### src/rtl/slu_pkg.sv
`default_nettype none
// +----------------------------------------------------------------------+
// | slu_pkg                                                              |
// | Store/load unit shared types: MemOp encodings, access sizes, FSM.    |
// | Revision: 1.0                                                        |
// +----------------------------------------------------------------------+
package slu_pkg;

  localparam logic [2:0] MEMOP_B  = 3'b000;
  localparam logic [2:0] MEMOP_H  = 3'b001;
  localparam logic [2:0] MEMOP_W  = 3'b010;
  localparam logic [2:0] MEMOP_BU = 3'b100;
  localparam logic [2:0] MEMOP_HU = 3'b101;

  // Access size is carried by MemOp[1:0]; MemOp[2] selects zero extension.
  localparam logic [1:0] SZ_B = MEMOP_B[1:0];
  localparam logic [1:0] SZ_H = MEMOP_H[1:0];

  typedef enum logic [1:0] {
    IDLE = 2'd0,
    REQ  = 2'd1,
    RSP  = 2'd2,
    OUT  = 2'd3
  } state_e;

endpackage
`default_nettype wire

### src/rtl/slu_align.sv
`default_nettype none
// +----------------------------------------------------------------------+
// | slu_align                                                            |
// | Combinational store lane placement, load extraction/extension and    |
// | misalignment detection.                                              |
// | Revision: 1.0                                                        |
// +----------------------------------------------------------------------+
module slu_align
  import slu_pkg::*;
(
  input  logic [1:0]  i_size,
  input  logic [1:0]  i_off,
  input  logic [31:0] i_st_data,
  output logic [3:0]  o_wstrb,
  output logic [31:0] o_wdata,
  output logic        o_misaligned,
  input  logic [2:0]  i_ld_op,
  input  logic [1:0]  i_ld_off,
  input  logic [31:0] i_rdata,
  output logic [31:0] o_ld_data
);

  logic [7:0]  ld_byte;
  logic [15:0] ld_half;
  logic        ld_sext;

  always_comb begin
    o_wstrb      = 4'hF;
    o_wdata      = i_st_data;
    o_misaligned = |i_off;
    case (i_size)
      SZ_B: begin
        o_wstrb      = 4'b0001 << i_off;
        o_wdata      = {4{i_st_data[7:0]}};
        o_misaligned = 1'b0;
      end
      SZ_H: begin
        o_wstrb      = 4'b0011 << i_off;
        o_wdata      = {2{i_st_data[15:0]}};
        o_misaligned = i_off[0];
      end
      default: ;
    endcase
  end

  always_comb begin
    ld_byte = i_rdata[7:0];
    case (i_ld_off)
      2'd1:    ld_byte = i_rdata[15:8];
      2'd2:    ld_byte = i_rdata[23:16];
      2'd3:    ld_byte = i_rdata[31:24];
      default: ;
    endcase
    ld_half = i_ld_off[1] ? i_rdata[31:16] : i_rdata[15:0];
    ld_sext = ~i_ld_op[2];
    case (i_ld_op[1:0])
      SZ_B:    o_ld_data = {{24{ld_sext & ld_byte[7]}}, ld_byte};
      SZ_H:    o_ld_data = {{16{ld_sext & ld_half[15]}}, ld_half};
      default: o_ld_data = i_rdata;
    endcase
  end

endmodule
`default_nettype wire

### src/rtl/slu.sv
`default_nettype none
// +----------------------------------------------------------------------+
// | slu                                                                  |
// | Store/load unit: single-outstanding memory access between exu/wbu.   |
// | Revision: 1.0                                                        |
// +----------------------------------------------------------------------+
module slu
  import slu_pkg::*;
#(
  parameter int TIMEOUT = 255
) (
  input  logic        i_clk,
  input  logic        i_rst,
  input  logic        i_valid,
  output logic        o_ready,
  input  logic        i_reg_wena,
  input  logic [1:0]  i_reg_sel,
  input  logic        i_MemWr,
  input  logic        i_MemRe,
  input  logic [2:0]  i_MemOp,
  input  logic [31:0] i_ALUout,
  input  logic [31:0] i_src1,
  input  logic [31:0] i_src2,
  input  logic [31:0] i_imm,
  input  logic [31:0] i_pc,
  input  logic [31:0] i_inst,
  output logic        o_mem_req_valid,
  input  logic        i_mem_req_ready,
  output logic [31:0] o_mem_addr,
  output logic        o_mem_wen,
  output logic [31:0] o_mem_wdata,
  output logic [3:0]  o_mem_wstrb,
  input  logic        i_mem_rsp_valid,
  input  logic [31:0] i_mem_rdata,
  input  logic        i_mem_rsp_err,
  output logic        o_mem_rsp_ready,
  output logic        o_valid,
  input  logic        i_ready,
  output logic        o_reg_wena,
  output logic [1:0]  o_reg_sel,
  output logic [31:0] o_ALUout,
  output logic [31:0] o_src1,
  output logic [31:0] o_imm,
  output logic [31:0] o_pc,
  output logic [31:0] o_inst,
  output logic [31:0] o_rdata,
  output logic        o_fault
);

  localparam int             CNT_W    = ($clog2(TIMEOUT + 1) > 8) ? $clog2(TIMEOUT + 1) : 8;
  localparam logic [CNT_W-1:0] CNT_LAST = CNT_W'(TIMEOUT - 1);

  state_e            state_q, state_d;
  logic [CNT_W-1:0]  cnt_q, cnt_d;
  logic              reg_wena_q, reg_wena_d;
  logic [1:0]        reg_sel_q, reg_sel_d;
  logic [31:0]       aluout_q, aluout_d;
  logic [31:0]       src1_q, src1_d;
  logic [31:0]       imm_q, imm_d;
  logic [31:0]       pc_q, pc_d;
  logic [31:0]       inst_q, inst_d;
  logic [2:0]        memop_q, memop_d;
  logic              is_load_q, is_load_d;
  logic [31:0]       mem_addr_q, mem_addr_d;
  logic              mem_wen_q, mem_wen_d;
  logic [31:0]       mem_wdata_q, mem_wdata_d;
  logic [3:0]        mem_wstrb_q, mem_wstrb_d;
  logic [31:0]       rdata_q, rdata_d;
  logic              fault_q, fault_d;

  logic [3:0]  st_wstrb;
  logic [31:0] st_wdata;
  logic        misaligned;
  logic [31:0] ld_data;
  logic        is_mem;

  slu_align u_align (
    .i_size       (i_MemOp[1:0]),
    .i_off        (i_ALUout[1:0]),
    .i_st_data    (i_src2),
    .o_wstrb      (st_wstrb),
    .o_wdata      (st_wdata),
    .o_misaligned (misaligned),
    .i_ld_op      (memop_q),
    .i_ld_off     (aluout_q[1:0]),
    .i_rdata      (i_mem_rdata),
    .o_ld_data    (ld_data)
  );

  assign is_mem = i_MemWr | i_MemRe;

  always_comb begin
    state_d     = state_q;
    cnt_d       = cnt_q;
    reg_wena_d  = reg_wena_q;
    reg_sel_d   = reg_sel_q;
    aluout_d    = aluout_q;
    src1_d      = src1_q;
    imm_d       = imm_q;
    pc_d        = pc_q;
    inst_d      = inst_q;
    memop_d     = memop_q;
    is_load_d   = is_load_q;
    mem_addr_d  = mem_addr_q;
    mem_wen_d   = mem_wen_q;
    mem_wdata_d = mem_wdata_q;
    mem_wstrb_d = mem_wstrb_q;
    rdata_d     = rdata_q;
    fault_d     = fault_q;
    case (state_q)
      IDLE: begin
        if (i_valid) begin
          reg_wena_d  = i_reg_wena;
          reg_sel_d   = i_reg_sel;
          aluout_d    = i_ALUout;
          src1_d      = i_src1;
          imm_d       = i_imm;
          pc_d        = i_pc;
          inst_d      = i_inst;
          memop_d     = i_MemOp;
          is_load_d   = i_MemRe & ~i_MemWr;
          rdata_d     = '0;
          fault_d     = 1'b0;
          mem_addr_d  = '0;
          mem_wen_d   = 1'b0;
          mem_wdata_d = '0;
          mem_wstrb_d = '0;
          if (is_mem && misaligned) begin
            fault_d = 1'b1;
            state_d = OUT;
          end else if (is_mem) begin
            // Store wins when both MemWr and MemRe are set.
            mem_addr_d  = {i_ALUout[31:2], 2'b00};
            mem_wen_d   = i_MemWr;
            mem_wdata_d = i_MemWr ? st_wdata : '0;
            mem_wstrb_d = i_MemWr ? st_wstrb : '0;
            state_d     = REQ;
          end else begin
            state_d = OUT;
          end
        end
      end
      REQ: begin
        if (i_mem_req_ready) begin
          cnt_d   = '0;
          state_d = RSP;
        end
      end
      RSP: begin
        cnt_d = cnt_q + 1'b1;
        if (i_mem_rsp_valid) begin
          rdata_d = is_load_q ? ld_data : '0;
          fault_d = i_mem_rsp_err;
          state_d = OUT;
        end else if (cnt_q == CNT_LAST) begin
          rdata_d = '0;
          fault_d = 1'b1;
          state_d = OUT;
        end
      end
      OUT: begin
        if (i_ready) state_d = IDLE;
      end
      default: state_d = IDLE;
    endcase
  end

  always_ff @(posedge i_clk) begin
    if (i_rst) begin
      state_q     <= IDLE;
      cnt_q       <= '0;
      reg_wena_q  <= 1'b0;
      reg_sel_q   <= '0;
      aluout_q    <= '0;
      src1_q      <= '0;
      imm_q       <= '0;
      pc_q        <= '0;
      inst_q      <= '0;
      memop_q     <= '0;
      is_load_q   <= 1'b0;
      mem_addr_q  <= '0;
      mem_wen_q   <= 1'b0;
      mem_wdata_q <= '0;
      mem_wstrb_q <= '0;
      rdata_q     <= '0;
      fault_q     <= 1'b0;
    end else begin
      state_q     <= state_d;
      cnt_q       <= cnt_d;
      reg_wena_q  <= reg_wena_d;
      reg_sel_q   <= reg_sel_d;
      aluout_q    <= aluout_d;
      src1_q      <= src1_d;
      imm_q       <= imm_d;
      pc_q        <= pc_d;
      inst_q      <= inst_d;
      memop_q     <= memop_d;
      is_load_q   <= is_load_d;
      mem_addr_q  <= mem_addr_d;
      mem_wen_q   <= mem_wen_d;
      mem_wdata_q <= mem_wdata_d;
      mem_wstrb_q <= mem_wstrb_d;
      rdata_q     <= rdata_d;
      fault_q     <= fault_d;
    end
  end

  assign o_ready         = (state_q == IDLE);
  assign o_mem_req_valid = (state_q == REQ);
  assign o_mem_rsp_ready = (state_q == RSP);
  assign o_valid         = (state_q == OUT);
  assign o_mem_addr      = mem_addr_q;
  assign o_mem_wen       = mem_wen_q;
  assign o_mem_wdata     = mem_wdata_q;
  assign o_mem_wstrb     = mem_wstrb_q;
  assign o_reg_wena      = reg_wena_q;
  assign o_reg_sel       = reg_sel_q;
  assign o_ALUout        = aluout_q;
  assign o_src1          = src1_q;
  assign o_imm           = imm_q;
  assign o_pc            = pc_q;
  assign o_inst          = inst_q;
  assign o_rdata         = rdata_q;
  assign o_fault         = fault_q;

endmodule
`default_nettype wire

### config.mk
export PLATFORM = sky130hd
export DESIGN_NAME = slu
export DESIGN_NICKNAME = d
export VERILOG_FILES = /design/src/rtl/slu_pkg.sv /design/src/rtl/slu_align.sv /design/src/rtl/slu.sv
export SDC_FILE = /design/constraint.sdc
export NUM_CORES = 1
export LEC_CHECK = 0
export ABC_AREA = 0
export CORE_AREA = 2 2 195 197
export CTS_CLUSTER_SIZE = 8
export DETAILED_ROUTE_END_ITERATION = 10
export DIE_AREA = 0 0 197 199
export GPL_ROUTABILITY_DRIVEN = 0
export GPL_TIMING_DRIVEN = 0
export REMOVE_ABC_BUFFERS = 1
export SLEW_MARGIN = 20
export SYNTH_ARGS = -nofsm -noshare
export SYNTH_HDL_FRONTEND = slang
export SYNTH_SLANG_ARGS = --single-unit
### constraint.sdc
create_clock -name i_clk -period 1.93 [get_ports i_clk]
set_input_delay 0.193 -clock i_clk [delete_from_list [all_inputs] [get_ports i_clk]]
set_output_delay 0.193 -clock i_clk [all_outputs]
set_load 0.01 [all_outputs]
After elaboration in Yosys (flattened, before gate mapping) --
Cells that the tools add are included.
Cells by class: add/sub/neg operators 1, eq/ne operators 13, shift operators 2, muxes and demuxes 36, bitwise gates (word level) 6, reductions and logical operators 11
Operators with widths (number):
- 32-bit two-way mux | 9
- 32-bit case mux with 2 select lines | 3
- 8-bit case mux with 3 select lines | 1
- 16-bit two-way mux | 1
- 8-bit case mux with 2 select lines | 1
- 2-bit two-way mux | 7
- 4-bit two-way mux | 3
- 8-bit by 1-bit adder with 8-bit output (second input constant) | 1
- 2-bit by 1-bit == test with 1-bit output (second input constant) | 4
- 2-bit == test (second input constant) | 4
- 8-bit == test (second input constant) | 1
- 8-bit two-way mux | 1
- 2-bit case mux with 4 select lines | 1
- 4-bit case mux with 2 select lines | 1
- 2-bit logical NOT | 3
- 1-bit two-way mux | 6
- 2-bit by 1-bit != test with 1-bit output (second input constant) | 2
- 1-bit case mux with 2 select lines | 2
- 2-bit AND reduction | 2
- 4-bit AND reduction | 1
- 2-bit nonzero test | 2
- 1-bit by 2-bit left shift with 4-bit output (first input constant) | 1
- 2-bit by 2-bit left shift with 4-bit output (first input constant) | 1
- 1-bit AND | 3
- other kinds (7) | 8
Storage, ports and cells: register bits after elaboration 279, input bits 239, output and inout port bits 269

Logic depth before layout (Yosys ltp) --
Gate-level depths: netlist (run 1).
word-level depth 7, depth in mapped cells 9

Cells and area by module --
From an unflattened synthesis (run 1), not the netlist that was laid out.
Second synthesis, totals: cell total of the unflattened synthesis 1396, area, all modules 11701.2 um^2
By module, submodules not included:
- slu | times used 1, cells each 1199, area an instance 10243.6 um^2
- slu_align | times used 1, cells each 197, area an instance 1457.6 um^2

Worst setup path before layout (run 1) --
OpenSTA, ideal clock, no wires.
path type register -> register, start register state_q[0], end register rdata_q[13], in the netlist o_rdata[13], setup time 0.117 ns, data arrival time 1.653 ns, data required time 1.813 ns, setup slack 0.160 ns, stages on the path, launching flop included 9, path buffers 3, period minus slack after synthesis 1.770 ns, cell sequence dfxtp_1 > inv_1 > ha_1 > buf_2 > and4b_1 > and2_1 > buf_2 > buf_2 > a32o_1
Between the ends: longest elaborated chain between the ends 3
RTL lines:
- start, declared | RTL line slu.sv:53 | state_e state_q, state_d;
- start signal, assigned | RTL line slu.sv:188 | state_q <= state_d;
- 2-bit == test *
- via o_mem_rsp_ready | RTL line slu.sv:36 | output logic o_mem_rsp_ready,
- 3-bit by 2-bit != test with 1-bit output (no source line) / 2-bit nonzero test (equally long branches)
- 3-bit AND reduction (no source line)
- end signal, assigned | RTL line slu.sv:203 | rdata_q <= rdata_d;
- end, declared | RTL line slu.sv:68 | logic [31:0] rdata_q, rdata_d;
Mark *: on every way through the listed nets, which the timed path passes. The rest lies on a longest branch. A chain may end at the register's enable or synchronous reset.

Worst setup path after layout (run 1) --
start register aluout_q[1], in the netlist o_ALUout[1], end register rdata_q[30], in the netlist o_rdata[30]
Between the ends: longest elaborated chain between the ends 7
RTL lines:
- start, declared | RTL line slu.sv:57 | logic [31:0] aluout_q, aluout_d;
- start signal, assigned | RTL line slu.sv:192 | aluout_q <= aluout_d;
- 2-bit == test / 2-bit by 1-bit == test with 1-bit output (equally long branches) | RTL line slu_align.sv:48 | case (i_ld_off)
- 8-bit case mux with 3 select lines | RTL line slu_align.sv:48
- 1-bit AND | RTL line slu_align.sv:57 | SZ_B: o_ld_data = {{24{ld_sext & ld_byte[7]}}, ld_byte};
- 32-bit case mux with 2 select lines * | RTL line slu_align.sv:56 | case (i_ld_op[1:0])
- 32-bit two-way mux * | RTL line slu.sv:152 | rdata_d = is_load_q ? ld_data : '0;
- 32-bit two-way mux * | RTL line slu.sv:151 | if (i_mem_rsp_valid) begin
- 32-bit case mux with 2 select lines * | RTL line slu.sv:110 | case (state_q)
Mark *: on every way between the ends. The rest lies on a longest branch, timed or not.

==> results.sh, run 1 <==
export IMPL_status="completed"
export IMPL_grt_max_degree=122
export IMPL_grt_use_met2_pct=33.5
export IMPL_initial_core_util_pct=29.0
export IMPL_viasPerCell=4.78
export IMPL_synth_seq_cells=277
export IMPL_placed_cells=2180
export IMPL_clock_sinks=277
export IMPL_grt_setup_unrepaired="false"
export IMPL_crit_arrival_ns=2.28
export IMPL_core_sq_um=37100
export IMPL_fin_crit_sh_pct=96.4
export IMPL_die_h_um=199
export IMPL_power_density_nw_per_um2=1120
export IMPL_synth_edf_count=0
export IMPL_syn_area_sq_um=10800
export IMPL_io_pins=508
export IMPL_grt_overflow=0
export IMPL_power_leakage_nw=6.44
export IMPL_io_buffers=505
export IMPL_final_util_pct=47.5
export IMPL_cp_top_family="compound AO/OA/AOI/OAI gates"
export IMPL_min_from="i_MemOp[1]"
export IMPL_syn_inst=1296
export IMPL_synth_flop_cell="dfxtp_1"
export IMPL_slowest_stage="dfxtp_4"
export IMPL_period_needed_ns=1.86
export IMPL_hold_path_class="input port to flop"
export IMPL_drc_errors=0
export IMPL_ir_worst_vdd_uv=705
export IMPL_areaGrowthSynthToFinish_pct=63.5
export IMPL_drv_slew=0
export IMPL_wirelength_um=41100
export IMPL_fin_area_sq_um=17600
export IMPL_cts_made_buffers=40
export IMPL_cts_max_level=2
export IMPL_final_nets=2009
export IMPL_ys_seq_area_share_pct=51.4
export IMPL_place_area_sq_um=16300
export IMPL_worst_pin_slew_ns=0.816
export IMPL_final_hold_violation_count=0
export IMPL_async_flop_share_pct=0
export IMPL_nFillCells=3553
export IMPL_layout_drive_gt1_share_pct=6.85
export IMPL_setup_viol=0
export IMPL_reg2reg_slack_ns=0.07
export IMPL_cpPeakStageDelay_ns=0.51
export IMPL_cts_root_buffer="clkbuf_16"
export IMPL_yosys_warnings=0
export IMPL_clk_latency_ns=0.54
export IMPL_reg2reg_from="o_ALUout[1]$_SDFFE_PP0P_"
export IMPL_grt_pass1_wl_um=60300
export IMPL_antenna_found_initial=2
export IMPL_min_delay_path_depth=3
export IMPL_crit_chain="mux2_2, a22oi_4, a221oi_4, buf_12, a22o_1"
export IMPL_num_vias=10700
export IMPL_cp_max_fo=22
export IMPL_layout_cells_most_common="clkdlybuf4s50_1"
export IMPL_clock_skew_ns=0.0154
export IMPL_max_freq_ghz=0.538
export IMPL_place_hpwl_um=27500
export IMPL_globalRouteMet1Util_pct=23.0
export IMPL_grt_busiest_layer="met2"
export IMPL_drtAntennaViolNets=0
export IMPL_worstSetupStartpointType="flop"
export IMPL_dieArea_sq_um=39200
export IMPL_grt_use_met3_pct=7.54
export IMPL_grt_pass1_vias=10300
export IMPL_first_iter_violations=460
export IMPL_drtPass1Iterations=8
export IMPL_r2r_cells=5
export IMPL_max_clock_path_buffers=3
export IMPL_clkTransAtPathRegs_ns=0.05
export IMPL_cap_viol_max_count=0
export IMPL_final_cell_mix="498 x clkdlybuf4s50_1, 378 x nand2_1, 274 x dfxtp_1, 215 x a21oi_1, 49 x nor2_1"
export IMPL_grtUsageTotal_pct=19.6
export IMPL_wl_per_cell_um=18.3
export IMPL_worstPathRequired_ns=2.35
export IMPL_layout_cells_non_filler=2242
export IMPL_relSlewSlack_pct=45.6
export IMPL_fp_dieW_um=197
export IMPL_rows=71
export IMPL_syn_area_per_cell_sq_um=8.32
export IMPL_min_to="memop_q[1]$_SDFFE_PP0P_"
export IMPL_worst_path_buf_inv=1
export IMPL_cts_tree="done"
export IMPL_end_kind="flop"
export IMPL_synth_distinct_cells=56
export IMPL_r2r_end="o_rdata[30]$_SDFFE_PP0P_"
export IMPL_path_class="flop to flop"
## power breakdown
| part | leakage (nW) | internal, mW | switching [mW] |
|---|---|---|---|
| sequential | 2.26 | 6.54 | 0.490 |
| clock | 0.523 | 3.77 | 2.46 |
| combinational | 3.65 | 3.10 | 3.41 |
## worst max path at each step
stage / start / end / slack (ns) / depth (start not counted)
2_1_floorplan: state_q[0]$_SDFFE_PP0P_ / o_rdata[16]$_SDFFE_PP0P_ / -4.59 / 6
3_3_place_gp: i_rst / o_rdata[9]$_SDFFE_PP0P_ / -8.81 / 3
3_5_place_dp: i_MemOp[0] / o_mem_wstrb[3]$_SDFFE_PP0P_ / -1.39 / 5
4_1_cts: state_q[1]$_SDFFE_PP0P_ / o_valid / 0.006 / 2
5_1_grt: o_ALUout[1]$_SDFFE_PP0P_ / o_rdata[30]$_SDFFE_PP0P_ / 0.004 / 5
6_report: o_ALUout[1]$_SDFFE_PP0P_ / o_rdata[30]$_SDFFE_PP0P_ / 0.07 / 5
## registers in the layout (all words and copies together) (netlist names), 8 cells and up
name and count:
o_src1 32, o_imm 32, o_mem_wdata 32, o_pc 32, o_inst 32, o_rdata 32
cnt_q 8, o_mem_addr 30, o_ALUout 32
## cell usage after synthesis (2+ instances only)
cell type	count	area, sq um
nor2_1	50	188
a222oi_1	6	60.1
a22o_1	22	193
nor3_1	2	10.0
buf_2	38	190
buf_1	2	7.51
nand4_1	2	12.5
mux2_2	27	304
nor2b_1	8	50.1
buf_6	2	22.5
nand3_1	34	170
a32o_1	8	80.1
o21a_1	2	15.0
o21ai_0	27	135
ha_1	6	75.1
mux2i_1	14	140
dfxtp_1	277	5550
and2_1	3	18.8
buf_4	3	22.5
a22oi_1	32	240
clkbuf_1	62	233
nand2_1	379	1420
inv_1	6	22.5
a21oi_1	215	1080
o31ai_1	2	15.0
xor2_1	6	52.6
nand2b_1	32	200
## cell families (layout without fill, tap and decap cells)
family                   count (synthesis)  count (layout)  share of synthesized area (%)
AO/OA/AOI/OAI                          332             332                           18.6
XOR/XNOR                                 7               7                          0.569
adder cells (fa/ha/maj)                  6               6                          0.696
buffers and inverters                  113             581                           4.62
flip-flops                             277             277                           51.4
multiplexers                            41              41                           4.12
other                                    1               3                         0.0348
AND/OR/NAND/NOR                        519             521                           20.0
## layout make-up
class                      instances  area, sq um  share of cell area [%]
sequential                       277         5550                    31.5
timing repair buffer             530         5550                    31.5
multi-input combinational        909         4850                    27.5
clock buffer                      43         1040                    5.92
tap                              474          593                    3.36
inverter                           6         22.5                   0.128
clock inverter                     2         17.5                  0.0993
antenna                            1         2.50                  0.0142
## worst register-to-register path, delay by kind of cell (launching register included)
kind | cells | cell delay (ns)
AO/OA/AOI/OAI | 3 | 0.65
buffers and inverters | 1 | 0.18
flip-flops | 1 | 0.51
multiplexers | 1 | 0.41
## metal layers
metal | routed length (um) | vias up | share of wire, %
li1 | - | 5299 | -
met1 | 16500 | 4996 | 40
met2 | 20200 | 380 | 49
met3 | 3600 | 50 | 8.8
met4 | 814 | 2 | 2.0
met5 | 18 | - | 0.044
## timing repair
action,in CTS,in global routing
setup endpoints to repair,248,82
pin swaps,5,1
setup buffers,9,0
gates cloned,2,4
gates resized for setup,18,7
hold endpoints to repair,35,0
hold buffers,1,0
## stage by stage
step / setup WS [ns] / setup TNS (ns) / hold WS, ns / power [mW]
detailed placement: -1.39 / -129.08 / 0.444 / 13.2
floorplan: -4.59 / -833.13 / 0.262 / 9.12
global route: 0.00436 / 0 / 0.177 / 20.9
CTS: 0.00607 / 0 / 0.151 / 19.8
finish: 0.0702 / 0 / 0.189 / 19.8
global placement: -8.81 / -1695.10 / 0.438 / 10.3
Power figures use the tool's default switching activity.
==> inputs of run 2 (changes only) <==
--- a/config.mk
+++ b/config.mk
@@ -13,6 +13,7 @@
 export GPL_ROUTABILITY_DRIVEN = 0
 export GPL_TIMING_DRIVEN = 0
 export REMOVE_ABC_BUFFERS = 1
+export SETUP_SLACK_MARGIN = 0.05
 export SLEW_MARGIN = 20
 export SYNTH_ARGS = -nofsm -noshare
 export SYNTH_HDL_FRONTEND = slang
==> results.sh, run 2 (synthesis results as in run 1) <==
export IMPL_path_class="flop to flop"
export IMPL_met3_wirelength_um=3690
export IMPL_wirelength_um=41800
export IMPL_cp_startpoint="state_q[1]$_SDFFE_PP0P_"
export IMPL_max_clock_path_buffers=3
export IMPL_fp_dieW_um=197
export IMPL_initial_core_util_pct=29.0
export IMPL_cts_root_buffer="clkbuf_16"
export IMPL_crit_arrival_ns=2.26
export IMPL_drtAntennaViolNets=0
export IMPL_first_iter_violations=468
export IMPL_wl_met2_um=20600
export IMPL_dieArea_sq_um=39200
export IMPL_worstPathRequired_ns=2.39
export IMPL_grt_pass1_wl_um=60400
export IMPL_nFillCells=3544
export IMPL_drc_errors=0
export IMPL_areaGrowthSynthToFinish_pct=64.1
export IMPL_max_freq_ghz=0.556
export IMPL_final_hold_violation_count=0
export IMPL_drv_slew=0
export IMPL_fin_crit_sh_pct=93.1
export IMPL_cts_made_buffers=40
export IMPL_holdWs_ns=0.193
export IMPL_io_pins=508
export IMPL_final_cell_mix="498 x clkdlybuf4s50_1, 378 x nand2_1, 273 x dfxtp_1, 214 x a21oi_1, 49 x nor2_1"
export IMPL_met1_length_um=16800
export IMPL_cts_max_level=2
export IMPL_place_hpwl_um=27500
export IMPL_worstSetupStartpointType="flop"
export IMPL_worst_slack_ns=0.133
export IMPL_min_from="i_MemOp[1]"
export IMPL_wl_per_cell_um=18.6
export IMPL_cp_max_fo=35
export IMPL_num_vias=10800
export IMPL_clock_skew_ns=0.0153
export IMPL_die_h_um=199
export IMPL_placed_cells=2180
export IMPL_drtPass1Iterations=5
export IMPL_clkTransAtPathRegs_ns=0.05
export IMPL_core_sq_um=37100
export IMPL_clk_latency_ns=0.54
export IMPL_grt_setup_unrepaired="true"
export IMPL_top_layer="met5"
export IMPL_layout_cells_most_common="clkdlybuf4s50_1"
export IMPL_viasPerCell=4.79
export IMPL_rows=71
export IMPL_clock_sinks=277
export IMPL_setup_viol=0
export IMPL_final_nets=2013
export IMPL_relSlewSlack_pct=45.6
export IMPL_final_util_pct=47.6
export IMPL_io_buffers=505
export IMPL_grt_overflow=0
export IMPL_power_leakage_nw=6.45
export IMPL_layout_drive_gt1_share_pct=7.11
export IMPL_ir_worst_vdd_uv=708
export IMPL_antenna_found_initial=2
export IMPL_layout_cells_non_filler=2246
export IMPL_dpl_worst_slack_ns=-1.39
export IMPL_cap_viol_max_count=0
export IMPL_end_kind="flop"
export IMPL_status="completed"
export IMPL_cts_tree="done"
export IMPL_power_density_nw_per_um2=1130
export IMPL_grtUsageTotal_pct=19.6
export IMPL_grt_pass1_vias=10300
export IMPL_period_needed_ns=1.80
export IMPL_worst_pin_slew_ns=0.816
export IMPL_grt_max_degree=122
export IMPL_reg2reg_from="state_q[1]$_SDFFE_PP0P_"
export IMPL_hold_path_class="input port to flop"
-- run 2: final timing paths --
check,end,slack [ns],cells after the start
setup / recovery,o_mem_wstrb[3]$_SDFFE_PP0P_,0.13,6
setup reg to reg,o_mem_wstrb[3]$_SDFFE_PP0P_,0.13,6
hold / removal,memop_q[1]$_SDFFE_PP0P_,0.19,3
hold reg to reg,o_mem_addr[18]$_SDFFE_PP0P_,0.45,2
-- run 2: area by class of cell --
cell class	count	area, sq um	share of cell area (%)
Clock buffer	43	1040	5.90
Multi-Input combinational cell	910	4860	27.5
Timing Repair Buffer	533	5600	31.6
Antenna cell	1	2.50	0.0141
Sequential cell	277	5560	31.4
Tap cell	474	593	3.35
Clock inverter	2	17.5	0.0990
Inverter	6	22.5	0.127
-- run 2: per-layer routing --
| layer | vias up | global-route usage (%) |
|---|---|---|
| met4 | 2 | 5.46 |
| met1 | 5011 | 22.9 |
| met3 | 46 | 7.58 |
| met2 | 398 | 33.5 |
| met5 | - | 0 |
| li1 | 5311 | - |
-- run 2: worst max-delay path: stages (launching register included) --
cell	delay, ns
dfxtp_2	0.33
inv_1	0.15
ha_4	0.25
and2_4	0.20
o211a_4	0.46
o21ai_0	0.17
a21oi_1	0.17
-- run 2: timing repair --
action / 4_1_cts / 5_1_grt
endpoints found under the setup margin: 249 / 98
gates resized for setup: 22 / 4
endpoints found under the hold margin: 35 / 0
buffers inserted: 9 / 1
cloned: 2 / 7
pin swaps: 5 / 1
hold buffers: 1 / 0
-- run 2: where the power goes --
part	leakage [nW]	switching, mW	internal (mW)	total, mW
clock	0.523	2.47	3.77	6.24
combinational	3.67	3.50	3.17	6.67
sequential	2.26	0.483	6.54	7.03
-- run 2: through the flow --
step	setup TNS, ns	area [sq um]	power, mW
floorplan	-833.13	10300	9.12
global placement	-1695.10	16000	10.3
detailed placement	-129.08	16300	13.2
CTS	0	17500	19.8
global route	0	17700	21.0
finish	0	17700	19.9
